===== src/rtl/word_32_bit_uart_tx.sv =====
// Serialises a 32-bit word (8 tagged bytes) or a command (2 bytes) as 8N1.
// Ports: clk, reset (sync, active-low), start, cmd_mode, data[31:0] in;
//        tx (serial, idle high), busy, word_done (1-cycle pulse) out.
module word_32_bit_uart_tx #(
    parameter int CLKS_PER_BIT = 868,
    parameter int GAP_BITS     = 1
) (
    input  logic        clk,
    input  logic        reset,
    input  logic        start,
    input  logic        cmd_mode,
    input  logic [31:0] data,
    output logic        tx,
    output logic        busy,
    output logic        word_done
);

    localparam int CW = (CLKS_PER_BIT > 1) ? $clog2(CLKS_PER_BIT) : 1;
    localparam int GW = (GAP_BITS > 1) ? $clog2(GAP_BITS) : 1;
    localparam logic [CW-1:0] BIT_LAST = CW'(CLKS_PER_BIT - 1);

    typedef enum logic [2:0] {
        IDLE,
        START,
        DATA,
        STOP,
        GAP,
        DONE
    } state_t;

    state_t        state, state_n;
    logic [CW-1:0] clk_cnt, clk_cnt_n;
    logic [2:0]    bit_idx, bit_idx_n;
    logic [2:0]    byte_idx, byte_idx_n;
    logic [GW-1:0] gap_idx, gap_idx_n;
    logic [31:0]   data_q;
    logic          cmd_q;
    logic          load;
    logic          bit_end;
    logic          last_byte;
    logic [7:0]    cur_byte;

    assign bit_end   = (clk_cnt == BIT_LAST);
    assign last_byte = (byte_idx == (cmd_q ? 3'd1 : 3'd7));

    // Even byte slots carry a tag, odd slots carry the latched payload.
    always_comb begin
        cur_byte = data_q[{byte_idx[2:1], 3'b000} +: 8];
        if (!byte_idx[0]) begin
            cur_byte = cmd_q ? 8'h00
                     : {5'd0, {1'b0, byte_idx[2:1]} + 3'd1};
        end
    end

    always_ff @(posedge clk) begin
        if (!reset) begin
            state    <= IDLE;
            clk_cnt  <= '0;
            bit_idx  <= '0;
            byte_idx <= '0;
            gap_idx  <= '0;
            data_q   <= '0;
            cmd_q    <= 1'b0;
        end else begin
            state    <= state_n;
            clk_cnt  <= clk_cnt_n;
            bit_idx  <= bit_idx_n;
            byte_idx <= byte_idx_n;
            gap_idx  <= gap_idx_n;
            if (load) begin
                data_q <= data;
                cmd_q  <= cmd_mode;
            end
        end
    end

    always_comb begin
        state_n    = state;
        clk_cnt_n  = bit_end ? '0 : clk_cnt + CW'(1);
        bit_idx_n  = bit_idx;
        byte_idx_n = byte_idx;
        gap_idx_n  = gap_idx;
        load       = 1'b0;
        tx         = 1'b1;
        busy       = 1'b1;
        word_done  = 1'b0;
        unique case (state)
            IDLE: begin
                busy       = 1'b0;
                clk_cnt_n  = '0;
                bit_idx_n  = '0;
                byte_idx_n = '0;
                gap_idx_n  = '0;
                if (start) begin
                    load    = 1'b1;
                    state_n = START;
                end
            end
            START: begin
                tx = 1'b0;
                if (bit_end) state_n = DATA;
            end
            DATA: begin
                tx = cur_byte[bit_idx];
                if (bit_end) begin
                    bit_idx_n = bit_idx + 3'd1;
                    if (bit_idx == 3'd7) state_n = STOP;
                end
            end
            STOP: begin
                if (bit_end) begin
                    if (last_byte) begin
                        state_n = DONE;
                    end else begin
                        byte_idx_n = byte_idx + 3'd1;
                        gap_idx_n  = '0;
                        state_n    = (GAP_BITS == 0) ? START : GAP;
                    end
                end
            end
            GAP: begin
                if (bit_end) begin
                    gap_idx_n = gap_idx + GW'(1);
                    if (int'(gap_idx) == GAP_BITS - 1) begin
                        gap_idx_n = '0;
                        state_n   = START;
                    end
                end
            end
            DONE: begin
                word_done  = 1'b1;
                clk_cnt_n  = '0;
                bit_idx_n  = '0;
                byte_idx_n = '0;
                gap_idx_n  = '0;
                state_n    = IDLE;
            end
            default: begin
                state_n = IDLE;
            end
        endcase
    end

endmodule


===== config.mk =====
export PLATFORM = sky130hd
export DESIGN_NAME = word_32_bit_uart_tx
export DESIGN_NICKNAME = d
export VERILOG_FILES = /design/src/rtl/word_32_bit_uart_tx.sv
export SDC_FILE = /design/constraint.sdc
export NUM_CORES = 1
export LEC_CHECK = 0
export ABC_AREA = 1
export CORE_MARGIN = 2
export CORE_UTILIZATION = 54
export DETAILED_ROUTE_END_ITERATION = 6
export PLACE_DENSITY = 0.8
export SYNTH_ARGS = -nofsm -noshare
export SYNTH_HDL_FRONTEND = slang
export SYNTH_SLANG_ARGS = --single-unit

===== constraint.sdc =====
create_clock -name clk -period 1.8 [get_ports clk]
set_clock_uncertainty 0.1 [all_clocks]
set_input_delay 0.36 -clock clk [delete_from_list [all_inputs] [get_ports clk]]
set_output_delay 0.36 -clock clk [all_outputs]
set_load 0.03 [all_outputs]

==> summary.txt <==
Synthesized net count: 401
Max_slew headroom: 79.0%
Routed Antenna Nets: 0
Die area: 0.00543 mm²
Fin crit period: 2130 ps
Clock latency on the worst-skew pair: 300 ps
Worst-Margin Slew: 312 ps
Root Buffer Master: clkbuf_8
Setup violations, final: 1
Synth cell types: 35
Hold_sp: clk_cnt[0]
Setup ws final: -328 ps
Max clock buf depth: 2
Total iterations of the first detailed-routing run: 4
Io pins: 39
Core ar.: 0.00469 mm²
Top cell type's share of synthesized area: 39.7%
Final Net Count: 445
Synth area leaders: dfxtp_1 40%, nand2_1 10%, nand3_1 8.0%
Fin. max-slew vios: 0
Final Hold Viols: 0
Worst path arrival time: 1670 ps
Syn-to-layout area delta: 24.8%
Max cap viols: 0
HPWL after detailed placement: 4030 µm
Initial antenna violation count: 0
I/O Buffers: 38
RSZ-0062 raised after global routing: true
Routed vias/inst: 5.18
Power Dens Cells: 1210 mW/mm²
Synth Cell Area: 0.00262 mm²
CP max FO: 6
Synth Warn #: 0
Post-CTS Hold Buffers: 0
Worst r2r src: clk_cnt[0]
Die height: 73.7 µm
Hold depth: 1
Crit path launch type: register
Seq/Total Area, Yosys: 39.7%
Synth Register Bits: 52
Kind of critical path: register to output port
Placed Cells: 448
Syn avg cell area: 7.31 µm²
Worst EP required: 1340 ps
Failing checks: negative setup slack
Worst r2r path cells: 12
CP endpoint kind: output port
CTS buffer count: 5
Mapped Cells: 359
Leak pwr: 0.00134 µW
Largest net degree at the start of global routing: 50
Antenna cells: 0
Vias in the first global route: 2201
Drt drc: 0
Flop-to-flop setup slack: 140 ps
RR Endpoint: byte_idx[2]
WL final: 5380 µm
Die width: 73.7 µm
HP Class: register to register
Layout Cells excl Fill: 458
Maximum vdd ir drop: 0.000819 V
Share of cells above drive strength 1: 16.1%
Cell taking the most area after synthesis: dfxtp_1
Fmax: 470 MHz
Placer Congestion: 0.843
First-pass GRT wire length: 9230 µm
Status: finished, violations left
Routed wire length per instance: 11.7 µm
Hold endpoint: clk_cnt[0]
Overall power: 3950 µW
H-tree Lvls: 2
Std-Cell Rows: 25
CP Launch Point: byte_idx[1]
CTS tree: yes
Total congestion overflow: 0
Routed vias: 2373
Clock Pin Slew Worst Setup and Hold Paths: 90 ps
Total GRT Usage: 21.4%
Crit share post-route: 118%
Initial drt markers: 146
Clock Sinks: 52
Initial core utilization: 55.9%
==> metal layers <==
layer	up-vias	share of wire [%]	GRT usage, %	wire length [µm]
met5	-	0	0	0
met4	0	1.9	7.07	104
met3	8	3.6	3.70	194
met2	49	46	37.0	2480
met1	1048	48	26.9	2600
li1	1268	-	-	-
==> how the worst max path moves through the flow <==
stage	slack, ps	end
3_3_place_gp	-20	tx
2_1_floorplan	30	tx
6_report	-330	tx
3_5_place_dp	-60	tx
4_1_cts	-310	tx
5_1_grt	-480	tx
==> worst max-delay path: stages (launching register included) <==
cell and delay (ps):
dfxtp_4 410, inv_6 60, buf_4 130, nand2_1 50, nand3_1 80, o21ai_0 100
nand2_1 70, nand3_1 80, nand3_1 70, nand2_1 80, nand2_1 60, nand2_2 50
buf_6 130
==> timing repair <==
| action | in CTS | in global routing |
|---|---|---|
| resized for setup | 17 | 5 |
| buffers inserted | 2 | 0 |
| pin swaps | 7 | 1 |
| hold endpoints to repair | 0 | 0 |
| setup endpoints to repair | 1 | 4 |
==> sequential cells by signal, summed over array words and instances, names as in the netlist <==
register / count
bit_idx: 3
state: 3
data_q: 32
byte_idx: 3
cmd_q: 1
clk_cnt: 10
==> synth_stat cells, drive strengths merged <==
| cell | count |
|---|---|
| a21oi | 40 |
| nand3b | 1 |
| inv | 42 |
| nor3 | 3 |
| xor2 | 1 |
| o22ai | 1 |
| nor2 | 31 |
| nand4 | 1 |
| and3 | 1 |
| a22oi | 2 |
| buf | 12 |
| dfxtp | 52 |
| a31oi | 1 |
| nand2 | 79 |
| or2 | 1 |
| o211ai | 6 |
| ha | 6 |
| nor3b | 4 |
| o21ai | 27 |
| nand3 | 44 |
| clkbuf | 4 |
==> cells by family (layout without fill, tap and decap cells) <==
group | after synthesis | in the layout | synth area share, %
xor gates and xnor gates | 1 | 1 | 0.334
DFF | 52 | 52 | 39.7
adders and majority gates | 6 | 6 | 2.86
buffers and inverters | 58 | 103 | 9.16
AOI/OAI and AO/OA | 77 | 77 | 15.7
and+or+nand+nor | 165 | 165 | 32.3
==> cells in the final DEF (no fill, tap or decap), types with 2 or more instances in the layout <==
| master | count |
|---|---|
| nand2_1 | 70 |
| a21oi_2 | 2 |
| nand3_1 | 42 |
| a21oi_1 | 38 |
| dfxtp_1 | 49 |
| inv_2 | 6 |
| nand2_2 | 6 |
| nand3_2 | 2 |
| a22oi_1 | 2 |
| o21ai_1 | 3 |
| ha_1 | 5 |
| clkbuf_8 | 5 |
| nor2_8 | 2 |
| buf_6 | 3 |
| buf_12 | 2 |
| nand2_4 | 3 |
| o211ai_1 | 6 |
| nor2_1 | 26 |
| dfxtp_2 | 2 |
| nor2_4 | 2 |
| nor3b_2 | 4 |
| clkdlybuf4s50_1 | 35 |
| inv_1 | 35 |
| o21ai_0 | 23 |
| buf_4 | 13 |
==> cell type report <==
cell class                 instances  area, µm²
inverter                          42        163
tap                               54       67.6
timing repair buffer              53        522
clock buffer                       5       68.8
sequential                        52       1050
fill                             395       1420
clock inverter                     3       42.5
multi-input combinational        249       1370
==> through the flow <==
stage               utilization, %  setup TNS [ps]  worst slack [ps]  area (µm²)  hold slack [ps]
floorplan                        -               0              28.1        2630              318
global placement              65.9           -24.4             -24.4        3090              329
detailed placement            65.9           -57.2             -57.2        3090              348
CTS                           69.5            -312              -312        3260              362
global route                  69.8            -478              -478        3280              344
finish                        69.8            -328              -328        3280              323
==> power by group <==
group | internal [µW] | leakage [µW] | switching (µW) | total (µW)
Combinational | 649 | 0.000863 | 961 | 1610
Clock | 412 | 0.0000541 | 378 | 789
Sequential | 1410 | 0.000427 | 143 | 1550
(Power assumes the default switching activity.)
